File: config.mk
export PLATFORM = sky130hd
export DESIGN_NAME = lag_timer_multi
export DESIGN_NICKNAME = d
export VERILOG_FILES = /design/src/rtl/lag_timer_multi.sv
export SDC_FILE = /design/constraint.sdc
export NUM_CORES = 1
export LEC_CHECK = 0
export ABC_AREA = 1
export BUFFER_PORTS_ARGS = -buffer_cell sky130_fd_sc_hd__buf_4
export CAP_MARGIN = 20
export CORE_ASPECT_RATIO = 0.6
export CORE_MARGIN = 2
export CORE_UTILIZATION = 60
export CTS_CLUSTER_SIZE = 24
export DETAILED_ROUTE_END_ITERATION = 6
export HOLD_SLACK_MARGIN = 0.06
export PLACE_DENSITY_LB_ADDON = 0.3
export SLEW_MARGIN = 10
export SYNTH_ARGS = -nofsm -noshare
export SYNTH_HDL_FRONTEND = slang
export SYNTH_SLANG_ARGS = --single-unit
File: constraint.sdc
create_clock -name clock -period 4.4 [get_ports clock]
set_input_delay 0.88 -clock clock [delete_from_list [all_inputs] [get_ports clock]]
set_output_delay 0.88 -clock clock [all_outputs]
set_load 0.1 [all_outputs]
File: src/rtl/lag_timer_multi.sv
// lag_timer_multi: multi-channel input-lag timer with a shared BCD timebase.
// A start pulse restarts the timebase; each channel latches it on its first sensor edge.
//
// Ports:
//   clock, reset_n      sole clock, synchronous active-low reset
//   start               pulse, (re)starts a measurement
//   clear_stats         pulse, resets min/max of all channels
//   sensor              raw asynchronous sensor pins
//   sensor_level        synchronised, polarity-corrected sensor level
//   bcd_current         live timebase value
//   busy                measurement running
//   result              last captured count per channel (packed)
//   result_min/max      per-channel statistics (packed)
//   result_valid        per-channel capture flag, cleared by start
//   result_strobe       per-channel one-cycle capture pulse
//   timeout             per-channel: saturated before any edge
module lag_timer_multi #(
  parameter int CHANNELS          = 2,
  parameter int DIGITS            = 5,
  parameter int CLOCK_DIVIDER     = 270,
  parameter int SENSOR_ACTIVE_LOW = 1
) (
  input  logic                         clock,
  input  logic                         reset_n,
  input  logic                         start,
  input  logic                         clear_stats,
  input  logic [CHANNELS-1:0]          sensor,
  output logic [CHANNELS-1:0]          sensor_level,
  output logic [4*DIGITS-1:0]          bcd_current,
  output logic                         busy,
  output logic [CHANNELS*4*DIGITS-1:0] result,
  output logic [CHANNELS*4*DIGITS-1:0] result_min,
  output logic [CHANNELS*4*DIGITS-1:0] result_max,
  output logic [CHANNELS-1:0]          result_valid,
  output logic [CHANNELS-1:0]          result_strobe,
  output logic [CHANNELS-1:0]          timeout
);

  localparam int W  = 4 * DIGITS;
  localparam int PW = $clog2(CLOCK_DIVIDER);

  localparam logic [PW-1:0] PMAX = PW'(CLOCK_DIVIDER - 1);
  localparam logic [W-1:0]  ALL9 = {DIGITS{4'h9}};

  localparam logic [CHANNELS-1:0] POL =
    {CHANNELS{SENSOR_ACTIVE_LOW != 0}};

  localparam logic [0:0] S_IDLE = 1'b0;
  localparam logic [0:0] S_RUN  = 1'b1;

  logic [0:0]          state_q;
  logic [PW-1:0]       presc_q;
  logic [W-1:0]        bcd_q;
  logic [W-1:0]        bcd_inc;
  logic                carry;
  logic [CHANNELS-1:0] sync1_q;
  logic [CHANNELS-1:0] sync2_q;
  logic [CHANNELS-1:0] prev_q;
  logic [CHANNELS-1:0] waiting_q;
  logic [CHANNELS-1:0] valid_q;
  logic [CHANNELS-1:0] strobe_q;
  logic [CHANNELS-1:0] timeout_q;
  logic [CHANNELS-1:0] rise;
  logic [CHANNELS-1:0] cap;
  logic [CHANNELS-1:0] wait_left;
  logic                run;
  logic                tick;
  logic                sat;

  // Polarity is folded in before the first flop so that cleared
  // synchroniser flops read as "not asserted" for either polarity.
  always_ff @(posedge clock) begin
    if (!reset_n) begin
      sync1_q <= '0;
      sync2_q <= '0;
      prev_q  <= '0;
    end else begin
      sync1_q <= sensor ^ POL;
      sync2_q <= sync1_q;
      prev_q  <= sync2_q;
    end
  end

  assign rise = sync2_q & ~prev_q;
  assign run  = (state_q == S_RUN);
  assign tick = run && (presc_q == PMAX);
  assign sat  = tick && (bcd_q == ALL9);

  // start has priority over any capture in the same cycle.
  assign cap       = (run && !start) ? (rise & waiting_q) : '0;
  assign wait_left = waiting_q & ~cap;

  always_comb begin
    bcd_inc = bcd_q;
    carry   = 1'b1;
    for (int d = 0; d < DIGITS; d++) begin
      if (carry) begin
        if (bcd_q[4*d +: 4] == 4'h9) begin
          bcd_inc[4*d +: 4] = 4'h0;
        end else begin
          bcd_inc[4*d +: 4] = bcd_q[4*d +: 4] + 4'h1;
          carry = 1'b0;
        end
      end
    end
  end

  always_ff @(posedge clock) begin
    if (!reset_n) begin
      state_q   <= S_IDLE;
      presc_q   <= '0;
      bcd_q     <= '0;
      waiting_q <= '0;
      valid_q   <= '0;
      strobe_q  <= '0;
      timeout_q <= '0;
    end else begin
      strobe_q <= cap;
      if (start) begin
        state_q   <= S_RUN;
        presc_q   <= '0;
        bcd_q     <= '0;
        waiting_q <= '1;
        valid_q   <= '0;
        timeout_q <= '0;
      end else if (run) begin
        presc_q <= tick ? '0 : presc_q + PW'(1);
        if (tick && !sat) begin
          bcd_q <= bcd_inc;
        end
        valid_q   <= valid_q | cap;
        waiting_q <= wait_left;
        if (sat) begin
          timeout_q <= timeout_q | wait_left;
          waiting_q <= '0;
          state_q   <= S_IDLE;
        end else if (wait_left == '0) begin
          state_q <= S_IDLE;
        end
      end
    end
  end

  for (genvar g = 0; g < CHANNELS; g++) begin : g_ch
    logic [W-1:0] res_q;
    logic [W-1:0] min_q;
    logic [W-1:0] max_q;

    // A coincident clear makes the sample the new min and max.
    always_ff @(posedge clock) begin
      if (!reset_n) begin
        res_q <= '0;
        min_q <= ALL9;
        max_q <= '0;
      end else begin
        if (clear_stats) begin
          min_q <= ALL9;
          max_q <= '0;
        end
        if (cap[g]) begin
          res_q <= bcd_q;
          if (clear_stats || bcd_q < min_q) min_q <= bcd_q;
          if (clear_stats || bcd_q > max_q) max_q <= bcd_q;
        end
      end
    end

    assign result[g*W +: W]     = res_q;
    assign result_min[g*W +: W] = min_q;
    assign result_max[g*W +: W] = max_q;
  end

  assign sensor_level  = sync2_q;
  assign bcd_current   = bcd_q;
  assign busy          = run;
  assign result_valid  = valid_q;
  assign result_strobe = strobe_q;
  assign timeout       = timeout_q;

endmodule

==> metrics.csv, run 1 <==
stage,metric,value,unit
status,status,"finished, final reports clean",
critical_path,CP most frequent cell,nand2_1,
placement,Area after DPL,10800,um^2
die,initial core utilization,61.8,%
layout,share of cells above drive strength 1,15.3,%
synth,Syn Inst Count,1441,
layout,FILL cells,1226,
clock_tree,hold buffers post-CTS,0,
sta,fin crit share,76.9,%
layout,footprint of the multi-input gates,5350,um^2
synth,Seq cells post-synth,164,
layout,ANT cells,0,
layout,post-route cell area,11400,um^2
power,fraction of power consumed by sequential logic,46.7,%
route,Starting DRT DRC Count,1446,
synth,"Seq/Total Area, Yosys",34.3,%
route,WL/cell,18.0,um
critical_path,reg2reg end,g_ch[1].min_q[7]$_SDFF_PN1_,
layout,Area growth syn-to-layout,19.3,%
layout,Seq. cell area,3280,um^2
placement,Final GP Congestion,0.931,
global_routing,grt ovf,0,
critical_path,CP Capture Type,flop,
die,chip width,167,um
sta,RSZ-0062 raised after global routing,false,
sta,Worst-Margin Slew,1.02,ns
critical_path,Critical Path RT,4.78,ns
critical_path,WS Path Type,reg2reg,
sta,final critical-path required period,3.38,ns
synth,Ys Warns,0,
critical_path,Levels on crit path,14,
critical_path,Critical path buffers and inverters,1,
critical_path,flop-to-flop setup slack,1.02,ns
placement,DPL Wire Length,21.2,mm
synth,async set-reset flop share out of synthesis,0,%
route,drt pass-1 iters,6,
route,Detail Route Antenna Nets,0,
route,drc violations,0,
die,core footprint,15500,um^2
critical_path,Setup crit start kind,flop,
route,total wire length,31.9,mm
critical_path,Crit path max-delay family,simple AND/OR/NAND/NOR gates,
critical_path,RR Startpoint,bcd_current[5]$_SDFFE_PP0P_,
flow_run,max cap viols,0,
sta,clk_skew,0.0149,ns
global_routing,antenna violations before repair,0,
layout,Post-Route Utilization,73.8,%
placement,pre-CTS setup slack,1.29,ns
critical_path,CP peak stage delay,0.69,ns
power,Worst VDD drop,0.000172,V
power,combinational power share,5.1,%
critical_path,Reg2Reg Depth,14,
synth,syn_area_per_cell,6.63,um^2
power,Net Sw Frac,26.1,%
clock_tree,CTS H-tree lvls,4,
die,FP Rows,35,
global_routing,vias in the first global route,9350,
critical_path,WP data arrival,3.76,ns
sta,Fin Setup TNS,0,ns
global_routing,first-pass GRT wire length,49.0,mm
placement,count of input and output buffers,154,
layout,"most common cell after layout, fill and taps aside",nand2_1,
clock_tree,Clock Pin Slew Worst Setup and Hold Paths,0.07,ns
critical_path,CP max FO,21,
worst_hold_path,hold path endpoint,sensor_level[1]$_SDFF_PN0_,
sta,count of final setup violators,0,
critical_path,slowest CP cell,dfxtp_1,
sta,max-slew violations,0,
worst_hold_path,Hold Crit Start,sync1_q[1]$_SDFF_PN0_,
power,sw power,0.000837,W
clock_tree,CTS Buf Count,17,
worst_hold_path,Hold Crit Class,reg2reg,
power,Lkg Pwr,5.44,nW
sta,final hold vios,0,
global_routing,GRT Total Usage,36.7,%
sta,Max Clock Freq,295,MHz
global_routing,largest net degree at the start of global routing,103,
critical_path,crit-path cells,ha_1 > nand2_1 > nand2_1 > nand2_1 > nand2_1 > nand2_1 > nand2_1 > nand2_1 > nand3_1 > nand2_1 > clkinv_1 > nand2_1 > nand3_1 > nand2_1,
layout,"commonest cells after routing, fill and taps aside","nand2_1 (335), nor2_1 (193), buf_4 (172)",
worst_hold_path,hold path cells,2,
clock_tree,Max clock buf depth,2,
power,Clk pwr share,48.3,%
die,I/O pin count,155,
synth,Netlist Area Pre-Place,9560,um^2
power,Power Dens Cells,282,nW/um^2
clock_tree,later-pin clock latency in the skew report,0.44,ns
clock_tree,CTS root buf,clkbuf_16,
power,internal power,0.00238,W
clock_tree,TritonCTS clock tree,yes,
route,Avg Vias per Cell,5.82,
layout,final net count,1644,
synth,"EDFF count, synth",0,
synth,syn nets,1527,
die,DIE HEIGHT,102,um
sta,Rel. slew slack,31.7,%
clock_tree,CTS Sinks,164,
synth,Yosys cell types,39,
clock_tree,"Setup Fix Bufs, Post-CTS",0,
synth,Synth Flop Type,dfxtp_1,
route,total number of vias,10333,
die,full die area,17000,um^2
sta,post-route worst setup slack,1.02,ns
clock_tree,post-CTS sizing,0,
flip-flops by register name (all words and copies together) (netlist names):
name           count
g_ch.res_q        40
bcd_current       20
result_strobe      2
sync1_q            2
g_ch.max_q        40
presc_q            9
result_valid       2
prev_q             2
busy               1
waiting_q          2
sensor_level       2
timeout            2
g_ch.min_q        40
worst max path at each step:
stage                                           start                            to  slack (ns)
after floorplan           bcd_current[5]$_SDFFE_PP0P_  g_ch[0].min_q[16]$_SDFF_PN1_        1.80
after global placement    bcd_current[5]$_SDFFE_PP0P_  g_ch[1].min_q[12]$_SDFF_PN1_        1.41
after detailed placement  bcd_current[5]$_SDFFE_PP0P_   g_ch[1].min_q[0]$_SDFF_PN1_        1.29
after CTS                 bcd_current[5]$_SDFFE_PP0P_   g_ch[1].min_q[7]$_SDFF_PN1_        1.22
after global routing      bcd_current[5]$_SDFFE_PP0P_   g_ch[1].min_q[7]$_SDFF_PN1_        0.89
final                     bcd_current[5]$_SDFFE_PP0P_   g_ch[1].min_q[7]$_SDFF_PN1_        1.02
metrics by stage:
stage               instances  total power [W]  hold slack [ns]
global route             1774          0.00328            0.437
detailed placement       1742          0.00169            0.403
floorplan                1441          0.00165            0.390
finish                   1774          0.00321            0.420
CTS                      1774          0.00320            0.420
global placement         1742          0.00169            0.393
routing by layer:
layer	track usage [%]	up-vias	part of all wire, %
met5	0	-	0
met2	54.4	748	42
li1	-	4885	-
met1	49.2	4583	40
met4	17.9	0	4.0
met3	11.0	117	14
logic make-up (layout without fill, tap and decap cells):
group / count (synthesis) / after routing / synth area share [%]
simple gates: 671 / 671 / 29.7
compound gates: 285 / 285 / 15.2
buf+inv: 235 / 365 / 9.72
flops: 164 / 164 / 34.3
fa+ha+maj: 80 / 80 / 10.5
xor+xnor: 6 / 6 / 0.550
worst min-delay path: stages, from the launching register on:
cell     delay [ns]
dfxtp_1        0.31
nand2_1        0.05
inv_1          0.04
Yosys cell counts, types with 4 or more instances:
master | instances | area [um^2]
xor2_1 | 6 | 52.6
ha_1 | 80 | 1000
dfxtp_1 | 164 | 3280
nor3_1 | 8 | 40.0
buf_1 | 12 | 45.0
clkinv_1 | 4 | 15.0
clkbuf_1 | 34 | 128
inv_2 | 12 | 45.0
nor2_2 | 5 | 31.3
o21a_1 | 4 | 30.0
buf_2 | 27 | 135
nand2_1 | 336 | 1260
o21ai_0 | 105 | 526
nand3_1 | 106 | 531
a21oi_1 | 164 | 821
nor2_1 | 193 | 724
nand4_1 | 6 | 37.5
inv_1 | 142 | 533
area by class of cell:
type	instances	area share (%)
inverters	160	5.33
clock buffers	17	3.73
well taps	203	2.23
multi-input cells	1042	46.9
repair buffers	173	11.5
clock inverters	15	1.49
flip-flops and latches	164	28.8
power groups by stage:
stage	registers, W	logic (W)	clock network, W
CTS	0.00150	0.000158	0.00154
floorplan	0.00157	0.0000821	0
global placement	0.00153	0.000156	0
detailed placement	0.00153	0.000158	0
finish	0.00150	0.000162	0.00155
global route	0.00150	0.000171	0.00161
(Power assumes the default switching activity.)
==> run 2: changes to the inputs <==
Settings changed: ABC_AREA 1 to 0, CORE_UTILIZATION 60 to 56.
Clock period 4.4 ns to 3.25 ns, I/O delays scaled along.
==> run 2 against run 1 <==
Net effect:
- combinational power fell by 25%
- clock-buffer cell count did not move
- total power rose by 37%
- global-route usage is 5.8 points lower
==> metrics.csv, run 2 <==
stage,metric,value,unit
synth,"EDFF count, synth",0,
worst_hold_path,Hold Crit Class,in2reg,
layout,Largest regs,"g_ch.max_q: 40 flops, g_ch.min_q: 40 flops, g_ch.res_q: 40 flops",
sta,Worst-Margin Slew,0.696,ns
synth,async set-reset flop share out of synthesis,0,%
clock_tree,CTS Buf Count,17,
synth,mux cell area share after synthesis,0.126,%
route,Detail Route Antenna Nets,0,
synth,Syn Inst Count,921,
status,status,"finished, final reports clean",
layout,final net count,1163,
synth,Synth Flop Type,dfxtp_1,
global_routing,vias in the first global route,6766,
synth,Post-Synth XOR/XNOR Area,1.99,%
sta,max-slew violations,0,
sta,final critical-path required period,2.76,ns
placement,DPL Wire Length,16.8,mm
route,drt pass-1 iters,6,
sta,Rel. slew slack,53.6,%
clock_tree,Max clock buf depth,2,
synth,Yosys cell types,57,
die,core footprint,13700,um^2
clock_tree,later-pin clock latency in the skew report,0.43,ns
clock_tree,CTS Sinks,164,
synth,most frequent cells after synthesis,"dfxtp_1 (164), nand2_1 (128), inv_1 (87)",
global_routing,GRT Total Usage,30.9,%
critical_path,Critical Path RT,3.61,ns
layout,FILL cells,1012,
critical_path,slowest CP cell,dfxtp_1,
clock_tree,CTS H-tree lvls,4,
route,Avg Vias per Cell,5.78,
sta,final hold vios,0,
critical_path,CP peak stage delay,0.47,ns
die,DIE HEIGHT,96.2,um
critical_path,RR Startpoint,bcd_current[18]$_SDFFE_PP0P_,
layout,Area growth syn-to-layout,26.6,%
sta,Fin Setup TNS,0,ns
synth,Ys Warns,0,
synth,"Seq/Total Area, Yosys",41.3,%
synth,syn nets,1007,
route,WL/cell,18.2,um
synth,Post-Synth Simple-Gate Area,17.8,%
synth,top cell type's share of synthesized area,41.3,%
power,Lkg Pwr,4.40,nW
synth,top post-synthesis cells by area,"dfxtp_1 (41%), ha_1 (13%), nand2_1 (6.1%)",
die,FP Rows,33,
clock_tree,post-CTS sizing,0,
synth,largest family of logic cells by synthesized area,compound AO/OA/AOI/OAI gates,
critical_path,Setup crit start kind,flop,
global_routing,first-pass GRT wire length,36.0,mm
die,initial core utilization,57.8,%
critical_path,WS Path Type,reg2reg,
synth,top-count cell post-synth,dfxtp_1,
critical_path,crit path launch,bcd_current[18]$_SDFFE_PP0P_,
flow_run,max cap viols,0,
layout,ANT cells,0,
synth,Synth Area in Adders,12.6,%
power,Power Dens Cells,437,nW/um^2
clock_tree,hold buffers post-CTS,0,
global_routing,grt ovf,0,
synth,Seq cells post-synth,164,
global_routing,largest net degree at the start of global routing,56,
sta,count of final setup violators,0,
critical_path,WP data arrival,3.12,ns
power,total power,0.00439,W
route,total wire length,23.4,mm
layout,Seq. cell area,3280,um^2
clock_tree,TritonCTS clock tree,yes,
sta,RSZ-0062 raised after global routing,false,
layout,"commonest cells after routing, fill and taps aside","buf_4 (194), dfxtp_1 (164), nand2_1 (128)",
die,I/O pin count,155,
layout,footprint of the multi-input gates,4100,um^2
sta,Max Clock Freq,363,MHz
synth,Compound-Gate Fraction of Synth Area,18.9,%
die,chip width,158,um
clock_tree,"Setup Fix Bufs, Post-CTS",0,
synth,Netlist Area Pre-Place,7940,um^2
critical_path,CP max FO,12,
layout,share of cells above drive strength 1,21.9,%
critical_path,CP Capture Type,flop,
route,drc violations,0,
clock_tree,Clock Pin Slew Worst Setup and Hold Paths,0.07,ns
route,total number of vias,7404,
route,Starting DRT DRC Count,793,
sta,clk_skew,0.0101,ns
placement,count of input and output buffers,154,
die,full die area,15200,um^2
worst_hold_path,Hold Crit Start,sensor[1],
synth,syn_area_per_cell,8.62,um^2
layout,"most common cell after layout, fill and taps aside",buf_4,
placement,Final GP Congestion,0.889,
global_routing,antenna violations before repair,0,
clock_tree,CTS root buf,clkbuf_16,
sta,fin crit share,84.9,%
sta,Fin Hold WS,0.363,ns
synth,cell taking the most area after synthesis,dfxtp_1,
critical_path,crit-path cells,ha_1 > a21oi_1 > a21boi_0 > a2111o_1 > a211oi_1 > o2bb2ai_1 > buf_4 > a22o_1,
power,Worst VDD drop,0.000335,V
run 2: through the flow:
step,cells,setup slack [ns],cell area [um^2],utilization [%]
2_1_floorplan,921,0.385,7940,-
3_3_place_gp,1250,0.672,9410,68.4
3_5_place_dp,1250,0.561,9410,68.4
4_1_cts,1281,0.527,10100,73.1
5_1_grt,1281,0.288,10100,73.1
6_report,1281,0.492,10100,73.1
run 2: power breakdown:
group	leakage (nW)	total (W)	switching [W]	internal (W)
registers	1.32	0.00203	0.00000830	0.00202
clock network	0.307	0.00225	0.000873	0.00137
logic	2.77	0.000121	0.0000925	0.0000287
run 2: final cells by class:
cell class,instances,share of cell area [%]
clock buffers,17,4.23
clock inverters,14,2.24
inverters,87,3.25
multi-input cells,613,40.8
flip-flops and latches,164,32.6
well taps,192,2.39
repair buffers,194,14.5
run 2: kinds of logic (layout without fill, tap and decap cells):
group	count (synthesis)	count (layout)
AO/OA/AOI/OAI	221	221
buffers and inverters	144	312
XOR/XNOR	18	18
flip-flops	164	164
AND/OR/NAND/NOR	293	293
multiplexers	1	1
adder cells (fa/ha/maj)	80	80
run 2: path summary, 6_finish.rpt:
kind	cells after the start	to	slack, ns
worst max-delay path	8	g_ch[1].max_q[17]$_SDFF_PN0_	0.49
worst min-delay path	2	sync1_q[1]$_SDFF_PN0_	0.36
worst max register to register	8	g_ch[1].max_q[17]$_SDFF_PN0_	0.49
worst min register to register	1	sensor_level[1]$_SDFF_PN0_	0.44
run 2: metal layers:
metal / track usage, % / vias up / wire length, um
li1: - / 3537 / -
met1: 43.2 / 3448 / 10300
met2: 46.9 / 385 / 9850
met3: 9.23 / 34 / 2860
met4: 7.35 / 0 / 322
met5: 0 / - / 0
run 2: worst max-delay path: cells and delay by family, from the launching register on:
| kind | cells | cell delay [ns] |
|---|---|---|
| compound gates | 6 | 1.61 |
| fa+ha+maj | 1 | 0.30 |
| buf+inv | 1 | 0.32 |
| flops | 1 | 0.47 |
==> run 3: changes to the inputs <==
Clock period 3.25 ns to 2.6 ns, I/O delays scaled along.
==> run 3 against run 2 <==
Net effect:
- critical path depth is 1 lower
- worst hold slack lost 0.12 ns
- utilization grew 1.0 points
- critical endpoint is now g_ch[1].min_q[1]$_SDFF_PN0_
- total power is 18% higher
- setup slack got worse by 0.36 ns
- clock-buffer cell count unchanged
- clock skew decreased by 0.00055 ns
- via count up 1.6%
- die area is the same
==> metrics.csv, run 3 (same netlist as run 2, synthesis figures left out) <==
stage,metric,value,unit
sta,Fin Hold WS,0.247,ns
route,DR WL met3,2.47,mm
route,Detail Route Antenna Nets,0,
global_routing,first-pass GRT wire length,36.7,mm
placement,DPL Wire Length,17.0,mm
power,Lkg Pwr,4.47,nW
placement,Final GP Congestion,0.913,
clock_tree,later-pin clock latency in the skew report,0.43,ns
route,total number of vias,7522,
global_routing,largest net degree at the start of global routing,55,
sta,RSZ-0062 raised after global routing,false,
layout,Area growth syn-to-layout,28.4,%
die,initial core utilization,57.8,%
sta,final critical-path required period,2.47,ns
route,drt pass-1 iters,5,
worst_hold_path,Hold Crit Class,in2reg,
sta,Fin Setup TNS,0,ns
global_routing,GRT Total Usage,31.3,%
die,FP Rows,33,
clock_tree,Max clock buf depth,2,
route,Avg Vias per Cell,5.82,
critical_path,CP Capture Type,flop,
clock_tree,CTS H-tree lvls,4,
critical_path,slowest CP cell,dfxtp_2,
critical_path,CP peak stage delay,0.47,ns
die,full die area,15200,um^2
route,WL/cell,18.0,um
layout,"most common cell after layout, fill and taps aside",buf_4,
route,Starting DRT DRC Count,553,
sta,clk_skew,0.00957,ns
power,total power,0.00517,W
placement,count of input and output buffers,154,
global_routing,antenna violations before repair,0,
sta,fin crit share,95.1,%
route,metal2 WL,9.88,mm
layout,ANT cells,0,
critical_path,Setup crit start kind,flop,
die,chip width,158,um
critical_path,crit-path cells,ha_1 > a21oi_1 > o21ai_0 > a2111o_1 > a211oi_2 > nand2b_1 > o22ai_1,
die,core footprint,13700,um^2
clock_tree,post-CTS sizing,0,
sta,Worst-Margin Slew,0.616,ns
sta,Rel. slew slack,58.9,%
flow_run,max cap viols,0,
clock_tree,Clock Pin Slew Worst Setup and Hold Paths,0.07,ns
global_routing,vias in the first global route,7021,
clock_tree,CTS Buf Count,17,
die,DIE HEIGHT,96.2,um
layout,share of cells above drive strength 1,30.5,%
clock_tree,hold buffers post-CTS,0,
layout,"commonest cells after routing, fill and taps aside","buf_4 (205), nand2_1 (128), inv_1 (86)",
clock_tree,"Setup Fix Bufs, Post-CTS",0,
critical_path,WP data arrival,2.76,ns
clock_tree,TritonCTS clock tree,yes,
global_routing,grt ovf,0,
sta,max-slew violations,0,
power,Worst VDD drop,0.000401,V
route,Met1 Routed Length,10.5,mm
die,I/O pin count,155,
status,status,"finished, final reports clean",
sta,final hold vios,0,
critical_path,Critical Path RT,2.89,ns
route,total wire length,23.2,mm
clock_tree,CTS Sinks,164,
power,Power Dens Cells,508,nW/um^2
route,top routing layer used,met4,
clock_tree,CTS root buf,clkbuf_16,
critical_path,CP max FO,11,
route,drc violations,0,
critical_path,WS Path Type,reg2reg,
layout,final net count,1174,
layout,Largest regs,"g_ch.max_q: 40 flops, g_ch.min_q: 40 flops, g_ch.res_q: 40 flops",
sta,count of final setup violators,0,
sta,Max Clock Freq,405,MHz
run 3: layout make-up:
| type | instances | area, um^2 |
|---|---|---|
| Multi-Input combinational cell | 613 | 4110 |
| Fill cell | 1030 | 3560 |
| Sequential cell | 164 | 3390 |
| Timing Repair Buffer | 205 | 1540 |
| Clock buffer | 17 | 425 |
| Inverter | 87 | 327 |
| Tap cell | 192 | 240 |
| Clock inverter | 15 | 164 |
run 3: path summary, 6_finish.rpt:
check / start / to / slack (ns) / cells past startpoint
hold reg to reg: sync1_q[0]$_SDFF_PN0_ / sensor_level[0]$_SDFF_PN0_ / 0.44 / 1
setup reg to reg: bcd_current[9]$_SDFFE_PP0P_ / g_ch[1].min_q[1]$_SDFF_PN0_ / 0.13 / 7
hold / removal: sensor[1] / sync1_q[1]$_SDFF_PN0_ / 0.25 / 2
setup / recovery: bcd_current[9]$_SDFFE_PP0P_ / g_ch[1].min_q[1]$_SDFF_PN0_ / 0.13 / 7
run 3: worst max-delay path, delay by kind of cell, from the launching register on:
kind	cells	cell delay (ns)
compound gates	5	1.13
flops	1	0.47
simple gates	1	0.43
fa+ha+maj	1	0.29
run 3: where the power goes:
part | total (W) | internal [W] | switching, W
clock network | 0.00249 | 0.00129 | 0.00120
logic | 0.000158 | 0.0000385 | 0.000119
registers | 0.00253 | 0.00252 | 0.0000104
total | 0.00517 | 0.00385 | 0.00133
run 3: through the flow:
step                utilization, %  std cells  instance area [um^2]  worst slack (ns)
floorplan                        -        921                  8050          0.000785
global placement              69.9       1261                  9600             0.234
detailed placement            69.9       1261                  9600             0.140
CTS                           74.1       1293                 10200             0.176
global route                  74.1       1293                 10200            0.0889
finish                        74.1       1293                 10200             0.128
run 3: routing by layer:
| metal | vias up | global-route usage, % |
|---|---|---|
| met5 | - | 0 |
| met4 | 0 | 10.6 |
| met3 | 48 | 6.98 |
| met2 | 389 | 46.8 |
| met1 | 3532 | 44.6 |
| li1 | 3553 | - |
